File: config.mk
export PLATFORM = sky130hd
export DESIGN_NAME = pipelined_adder
export DESIGN_NICKNAME = d
export VERILOG_FILES = /design/src/rtl/pipelined_adder.sv
export SDC_FILE = /design/constraint.sdc
export NUM_CORES = 1
export LEC_CHECK = 0
export CORE_MARGIN = 2
export CORE_UTILIZATION = 50
export CTS_BUF_LIST = sky130_fd_sc_hd__clkbuf_4 sky130_fd_sc_hd__clkbuf_8 sky130_fd_sc_hd__clkbuf_16
export CTS_CLUSTER_SIZE = 40
export DETAILED_ROUTE_END_ITERATION = 16
export GPL_ROUTABILITY_DRIVEN = 1
export HOLD_SLACK_MARGIN = 0.05
export PLACE_DENSITY = 0.76
export SLEW_MARGIN = 15
export SYNTH_ARGS = -nofsm -noshare
export SYNTH_HDL_FRONTEND = slang
export SYNTH_SLANG_ARGS = --single-unit
File: constraint.sdc
create_clock -name clk -period 2.75 [get_ports clk]
set_input_delay 0.825 -clock clk [delete_from_list [all_inputs] [get_ports clk]]
set_output_delay 0.825 -clock clk [all_outputs]
set_load 0.01 [all_outputs]
File: src/rtl/pipelined_adder.sv
// pipelined_adder
//   Parametrised N-bit adder/subtractor whose carry chain is split into
//   STAGES registered segments of W = N/STAGES bits. Each slot carries its
//   not-yet-added upper operand segments and its finished lower sum
//   segments through skew registers. The whole pipeline advances together
//   when the output register is empty or being consumed. Otherwise it stalls.
//
// Ports
//   clk, rst            rising-edge clock, synchronous active-high reset
//   A, B, Cin, Sub      operands; Sub=1 computes A-B and ignores Cin
//   in_valid/in_ready   operand handshake (in_ready = advance)
//   Sum, Cout, Ovf      registered result, carry out, signed overflow
//   out_valid/out_ready result handshake
module pipelined_adder #(
    parameter int N      = 32,
    parameter int STAGES = 4
) (
    input  logic         clk,
    input  logic         rst,
    input  logic [N-1:0] A,
    input  logic [N-1:0] B,
    input  logic         Cin,
    input  logic         Sub,
    input  logic         in_valid,
    output logic         in_ready,
    output logic [N-1:0] Sum,
    output logic         Cout,
    output logic         Ovf,
    output logic         out_valid,
    input  logic         out_ready
);
    localparam int W = N / STAGES;

    logic                     adv;
    logic [STAGES-1:0]        vld_d, vld_q;
    logic [STAGES-1:0]        c_d, c_q;
    logic [STAGES-1:0][N-1:0] a_d, a_q, b_d, b_q, s_d, s_q;
    logic                     ovf_d, ovf_q;

    // The last stage's operand skew registers are never read. Fold them into
    // a sink so they are visibly intentional and get trimmed by synthesis.
    logic unused_skew;
    assign unused_skew = ^{a_q[STAGES-1], b_q[STAGES-1]};

    assign adv = ~vld_q[STAGES-1] | out_ready;

    for (genvar k = 0; k < STAGES; k++) begin : g_stage
        logic [N-1:0] a_i, b_i, s_i, sum_k;
        logic         c_i, v_i;
        logic [W:0]   seg;

        if (k == 0) begin : g_head
            // B is inverted once at entry, so later stages never see Sub.
            assign a_i = A;
            assign b_i = Sub ? ~B : B;
            assign s_i = '0;
            assign c_i = Sub | Cin;
            assign v_i = in_valid;
        end else begin : g_body
            assign a_i = a_q[k-1];
            assign b_i = b_q[k-1];
            assign s_i = s_q[k-1];
            assign c_i = c_q[k-1];
            assign v_i = vld_q[k-1];
        end

        always_comb begin
            seg             = {1'b0, a_i[k*W +: W]} + {1'b0, b_i[k*W +: W]} + {{W{1'b0}}, c_i};
            sum_k           = s_i;
            sum_k[k*W +: W] = seg[W-1:0];
        end

        assign a_d[k]   = a_i;
        assign b_d[k]   = b_i;
        assign s_d[k]   = sum_k;
        assign c_d[k]   = seg[W];
        assign vld_d[k] = v_i;

        if (k == STAGES - 1) begin : g_tail
            // Carry into the MSB recovered from its sum bit: s = a ^ b ^ cin.
            assign ovf_d = seg[W] ^ (a_i[N-1] ^ b_i[N-1] ^ sum_k[N-1]);
        end
    end

    always_ff @(posedge clk) begin
        if (rst) begin
            vld_q <= '0;
            c_q   <= '0;
            a_q   <= '0;
            b_q   <= '0;
            s_q   <= '0;
            ovf_q <= 1'b0;
        end else if (adv) begin
            vld_q <= vld_d;
            // Bubbles leave data registers untouched, so Sum keeps the last
            // valid result and idle slots do not toggle.
            for (int k = 0; k < STAGES; k++) begin
                if (vld_d[k]) begin
                    a_q[k] <= a_d[k];
                    b_q[k] <= b_d[k];
                    s_q[k] <= s_d[k];
                    c_q[k] <= c_d[k];
                end
            end
            if (vld_d[STAGES-1]) ovf_q <= ovf_d;
        end
    end

    assign in_ready  = adv;
    assign Sum       = s_q[STAGES-1];
    assign Cout      = c_q[STAGES-1];
    assign Ovf       = ovf_q;
    assign out_valid = vld_q[STAGES-1];
endmodule

==> qor.csv, run 1 <==
stage,metric,value,unit
routing,Via density,5.18,
timing,final hold violation count,0,
final_layout,post-route cell area,0.00993,mm^2
placed_design,port bufs,105,
cts,clock root buffer,clkbuf_16,
floorplanning,Die ar.,0.0170,mm^2
power_and_ir_drop,Power Total,6.00,mW
worst_setup_path,worst reg2reg path depth,7,
synthesis,#FFs+latches synth,185,
timing,Hold Worst Slack,0.448,ns
final_layout,Final nets,1168,
grt,largest net degree at the start of global routing,54,
worst_setup_path,WP depth,4,
routing,routed via count,6682,
routing,DRT Wirelength,17000,um
synthesis,synth unique cells,48,
routing,routed len/inst,13.2,um
timing,final worst path period share,94.7,%
grt,M2 GR Usage,30.4,%
synthesis,largest cells by area after synthesis,"dfxtp_1 46%, nand2_1 13%, a21oi_1 9.4%",
cts,CTS tree,yes,
floorplanning,CORE AREA,0.0157,mm^2
worst_setup_path,Crit path required time,1.93,ns
placed_design,hpwl dp,12100,um
grt,met3 Usage GRT,3.90,%
worst_setup_path,CP arrival,1.78,ns
job,MaxCap Viol Count,0,
synthesis,Avg Inst Size Synth,8.23,um^2
synthesis,Synth Cell Area,0.00797,mm^2
floorplanning,Rows,46,
final_layout,Ant. Diodes,0,
floorplanning,die width,130,um
worst_hold_path,hold crit path type,flop to flop,
placed_design,dpl cell area,0.00931,mm^2
power_and_ir_drop,Leak,3.64,nW
floorplanning,Ports,106,
worst_setup_path,WP buf/inv,3,
synthesis,syn_nets,1075,
routing,Routed Antenna Nets,0,
synthesis,"Seq/Total Area, Yosys",46.4,%
worst_setup_path,crit-path cells,"clkdlybuf4s50_1, nor2b_4, inv_2, dlygate4sd2_1",
worst_setup_path,Worst setup EP type,output pin,
cts,worst-case clock buffer depth,2,
grt,met1 GRT Util,30.2,%
worst_setup_path,Crit path max-delay family,buffers and inverters,
worst_setup_path,"slowest stage delay, CP",0.45,ns
timing,RSZ-0062 raised after global routing,false,
worst_setup_path,worst setup path class,input pin to output pin,
cts,hold_buf cts,0,
grt,grt peak-use layer,met2,
floorplanning,initial cell density of the core,50.7,%
grt,initial antenna violation count,0,
timing,Final Worst Setup Slack,0.145,ns
worst_setup_path,Reg2Reg Setup Slack,0.50,ns
final_layout,share of cells above drive strength 1,7.63,%
grt,GRT Total Usage,20.4,%
timing,Slew HR,54.2,%
worst_setup_path,"slowest stage cell, crit path",clkdlybuf4s50_1,
synthesis,Cells after Synth,969,
placed_design,pre-CTS setup slack,-0.242,ns
floorplanning,Die Ht,130,um
synthesis,post-synth top area share,46.4,%
placed_design,GP Congestion,0.815,
timing,min Tclk post-route,2.61,ns
final_layout,P&R area growth vs syn,24.5,%
grt,first-pass GRT wire length,28000,um
timing,FMAX,384,MHz
cts,clock latency on the worst-skew pair,0.42,ns
worst_setup_path,Startpoint Class,input pin,
worst_hold_path,Hold Crit Depth,2,
cts,CTS Buf Count,17,
routing,DRC viols,0,
cts,H-tree depth,4,
synthesis,"area leader, netlist",dfxtp_1,
power_and_ir_drop,PwrDens,604,mW/mm^2
run_status,status,"finished, final reports clean",
cts,# clock sinks,185,
power_and_ir_drop,VDD IR max,0.462,mV
timing,skew final,0.0102,ns
grt,"Remaining Overflow, GRT",0,
final_layout,Fill cells,1387,
cts,"CTS clk-pin slew, worst paths",0.07,ns
timing,Slew @ Worst Pin,0.686,ns
routing,drt initial violations,485,
worst_setup_path,Max Fanout on Critical Path,3,
grt,number of global-route vias before repair,5914,
timing,final setup fails,0,
timing,Final Max Tran Viols,0,
routing,Pre-antenna DRT Iters,5,
synthesis,Ys Warns,0,
## path summary, 6_finish.rpt
path                          start                 end
setup / recovery          out_ready            in_ready
hold / removal    g_stage[3].s_i[9]              Sum[9]
setup reg to reg             c_q[0]  g_stage[2].s_i[14]
hold reg to reg   g_stage[3].s_i[9]              Sum[9]
## cells in the mapped netlist (all sizes together)
cell type / number
fa: 8
nor2: 45
nor4: 3
nor2b: 7
a311o: 3
or2: 1
nand2b: 2
dfxtp: 185
nor3: 10
o211ai: 4
buf: 41
or3: 6
o21bai: 3
and4: 3
o31ai: 1
clkbuf: 26
o311ai: 2
nor4b: 6
a21o: 5
nand2: 282
ha: 28
o21ai: 25
a211oi: 37
nand3: 14
and2: 4
o31a: 2
a211o: 3
nand4: 3
and3: 1
o21a: 4
and2b: 1
inv: 8
xor2: 9
or4: 6
a221oi: 1
a31oi: 3
xnor2: 27
a21oi: 150
## tightest hold or removal path, delay by kind of cell, from the launching register on
kind	cells	cell delay, ns
flip-flops	1	0.31
AND/OR/NAND/NOR	1	0.05
AO/OA/AOI/OAI	1	0.05
## state kept, by name, indices dropped and copies added, names as in the netlist
signal       cells
g_stage.a_i     48
vld_q            4
g_stage.b_i     48
g_stage.s_i     48
Ovf              1
Sum             32
c_q              4
## area by class of cell
cell class	count	area [um^2]	area share [%]
multi-input combinational	709	3930	39.5
sequential	185	3700	37.3
timing repair buffer	141	1380	13.8
clock buffer	25	523	5.27
tap	216	270	2.72
clock inverter	7	103	1.03
inverter	8	30.0	0.302
## report_power, final
part	switching (mW)	internal, mW	total [mW]
Combinational	0.323	0.301	0.624
Sequential	0.0623	2.78	2.84
Clock	1.01	1.52	2.53
## cell usage in the layout, fill, tap and decap left out, types with 4 or more instances in the layout
| cell type | synthesis | routed |
|---|---|---|
| a211oi_1 | 37 | 37 |
| a21o_1 | 5 | 5 |
| a21oi_1 | 150 | 150 |
| buf_12 | 0 | 5 |
| buf_4 | 1 | 32 |
| clkbuf_16 | 0 | 17 |
| clkbuf_8 | 0 | 6 |
| clkdlybuf4s50_1 | 0 | 102 |
| dfxtp_1 | 185 | 185 |
| fa_1 | 8 | 6 |
| ha_1 | 28 | 28 |
| inv_1 | 7 | 6 |
| nand2_1 | 282 | 282 |
| nand3_1 | 14 | 14 |
| nor2_1 | 45 | 45 |
| nor2b_1 | 5 | 5 |
| nor3_1 | 10 | 10 |
| nor4b_1 | 6 | 6 |
| o211ai_1 | 4 | 4 |
| o21a_1 | 4 | 4 |
| o21ai_0 | 24 | 22 |
| or3_1 | 6 | 6 |
| or4_1 | 6 | 6 |
| xnor2_1 | 27 | 27 |
| xor2_1 | 9 | 9 |
## metal layers
layer,vias up,share of wire [%]
met5,-,0
met4,0,1.3
met3,19,5.7
met2,184,42
met1,2999,51
li1,3480,-
## metrics by stage
stage                     setup TNS, ns  utilization (%)  cells
final                                 0             63.2   1291
after global routing                  0             63.2   1291
after CTS                             0             63.2   1291
after detailed placement          -1.04             59.2   1259
after global placement           -0.751             59.2   1259
after floorplan                       0                -    969
## repair_timing
action,4_1_cts,5_1_grt
resized for setup,1,0
buffers inserted,0,0
setup endpoints to repair,1,0
## cell families (layout without fill, tap and decap cells)
kind of cell	count (synthesis)	count (layout)	synth area share, %
flip-flops	185	185	46.4
buffers and inverters	75	181	4.42
XOR/XNOR	36	36	3.95
adder cells (fa/ha/maj)	36	36	6.40
AND/OR/NAND/NOR	394	394	20.9
AO/OA/AOI/OAI	243	243	17.9
(Power assumes the default switching activity.)
==> run 2: changes to the inputs <==
--- a/config.mk
+++ b/config.mk
@@ -13,6 +13,7 @@
 export GPL_ROUTABILITY_DRIVEN = 1
 export HOLD_SLACK_MARGIN = 0.05
 export PLACE_DENSITY = 0.76
+export RECOVER_POWER = 100
 export SLEW_MARGIN = 15
 export SYNTH_ARGS = -nofsm -noshare
 export SYNTH_HDL_FRONTEND = slang
==> qor.csv, run 2 (synthesis gave the netlist of run 1 again) <==
stage,metric,value,unit
worst_setup_path,Worst setup EP type,output pin,
placed_design,port bufs,105,
power_and_ir_drop,Power Total,5.98,mW
power_and_ir_drop,Clk pwr share,42.2,%
power_and_ir_drop,Leak,3.73,nW
floorplanning,Die ar.,0.0170,mm^2
cts,# clock sinks,185,
routing,routed via count,6679,
final_layout,Post-Layout Cell Count,1291,
routing,drt initial violations,456,
power_and_ir_drop,sw frac,23.2,%
routing,DRC viols,0,
worst_setup_path,"slowest stage cell, crit path",clkdlybuf4s50_1,
floorplanning,initial cell density of the core,50.7,%
power_and_ir_drop,combinational power share,10.3,%
final_layout,Fill cells,1404,
floorplanning,die width,130,um
worst_setup_path,Crit path max-delay family,buffers and inverters,
final_layout,most frequent cells in the layout,"282 x nand2_1, 185 x dfxtp_1, 150 x a21oi_1",
routing,Pre-antenna DRT Iters,5,
final_layout,Ant. Diodes,0,
routing,routed len/inst,13.1,um
grt,number of global-route vias before repair,5914,
worst_hold_path,hold crit path type,flop to flop,
worst_setup_path,Crit path required time,1.93,ns
routing,DRT Wirelength,17000,um
cts,worst-case clock buffer depth,2,
timing,final hold violation count,0,
timing,final worst path period share,94.8,%
grt,first-pass GRT wire length,28000,um
grt,initial antenna violation count,0,
final_layout,share of cells above drive strength 1,6.60,%
power_and_ir_drop,switching pwr,1.39,mW
timing,Slew HR,53.8,%
power_and_ir_drop,P_int,4.59,mW
power_and_ir_drop,PwrDens,607,mW/mm^2
grt,"Remaining Overflow, GRT",0,
floorplanning,Die Ht,130,um
cts,"CTS clk-pin slew, worst paths",0.07,ns
final_layout,P&R area growth vs syn,23.6,%
cts,CTS tree,yes,
floorplanning,Ports,106,
cts,H-tree depth,4,
power_and_ir_drop,VDD IR max,0.463,mV
worst_setup_path,CP arrival,1.78,ns
routing,Via density,5.17,
timing,Final Worst Setup Slack,0.143,ns
job,MaxCap Viol Count,0,
grt,largest net degree at the start of global routing,54,
worst_setup_path,worst setup path class,input pin to output pin,
final_layout,multi-input logic area,0.00389,mm^2
final_layout,Final nets,1168,
worst_setup_path,crit-path cells,"clkdlybuf4s50_1, nor2b_4, inv_2, dlygate4sd2_1",
placed_design,GP Congestion,0.815,
cts,"Setup Fix Bufs, Post-CTS",0,
timing,final setup fails,0,
power_and_ir_drop,sequential power share,47.6,%
cts,clock latency on the worst-skew pair,0.42,ns
worst_setup_path,WP buf/inv,3,
cts,CTS Buf Count,17,
timing,RSZ-0062 raised after global routing,false,
timing,min Tclk post-route,2.61,ns
final_layout,register area,0.00370,mm^2
timing,FMAX,384,MHz
floorplanning,CORE AREA,0.0157,mm^2
timing,Final Max Tran Viols,0,
worst_setup_path,"slowest stage delay, CP",0.45,ns
grt,GRT Total Usage,20.4,%
placed_design,Cells after DPL,1259,
floorplanning,Rows,46,
worst_setup_path,Max Fanout on Critical Path,3,
final_layout,"leading cell type in the layout, fill and taps excluded",nand2_1,
timing,Slew @ Worst Pin,0.692,ns
run_status,status,"finished, final reports clean",
placed_design,pre-CTS setup slack,-0.242,ns
placed_design,hpwl dp,12100,um
worst_setup_path,Startpoint Class,input pin,
timing,skew final,0.00955,ns
final_layout,utilization after layout,62.7,%
cts,clock root buffer,clkbuf_16,
routing,Routed Antenna Nets,0,
[run 2: worst paths after layout]
path	start	endpoint	slack [ns]	cells after the start
min reg2reg	g_stage[3].s_i[9]	Sum[9]	0.45	2
max reg2reg	c_q[2]	Ovf	0.39	8
max	out_ready	in_ready	0.14	4
min	g_stage[3].s_i[9]	Sum[9]	0.45	2
[run 2: layout make-up]
class	count	share of cell area, %
multi-input cells	709	39.5
well taps	216	2.74
inverters	8	0.305
clock buffers	25	5.31
clock inverters	7	1.04
flip-flops and latches	185	37.6
repair buffers	141	13.5
[run 2: power groups by stage]
stage	Combinational (mW)	Clock, mW	Sequential [mW]
2_1_floorplan	0.402	0	2.88
3_3_place_gp	0.610	0	2.90
3_5_place_dp	0.622	0	2.90
4_1_cts	0.627	2.56	2.84
5_1_grt	0.691	2.66	2.85
6_report	0.615	2.52	2.84
[run 2: per-stage QoR]
step / TNS (ns) / hold slack, ns / cell area [um^2]
floorplan: 0 / 0.432 / 7990
global placement: -0.751 / 0.441 / 9310
detailed placement: -1.04 / 0.443 / 9310
CTS: 0 / 0.452 / 9930
global route: 0 / 0.471 / 9850
finish: 0 / 0.448 / 9850
[run 2: layer usage]
| metal | part of all wire (%) | GRT usage, % |
|---|---|---|
| met4 | 1.3 | 6.07 |
| met2 | 43 | 30.4 |
| met3 | 5.5 | 3.90 |
| met1 | 51 | 30.2 |
| met5 | 0 | 0 |
[run 2: timing repair]
item                       in CTS  in global routing
gates resized for setup         1                  0
setup endpoints to repair       1                  0
hold buffers                    0                  0
[run 2: worst min-delay path, cell delays in order (launching register included)]
cell and delay (ns):
dfxtp_1 0.31, nand2_1 0.05, a21oi_1 0.05
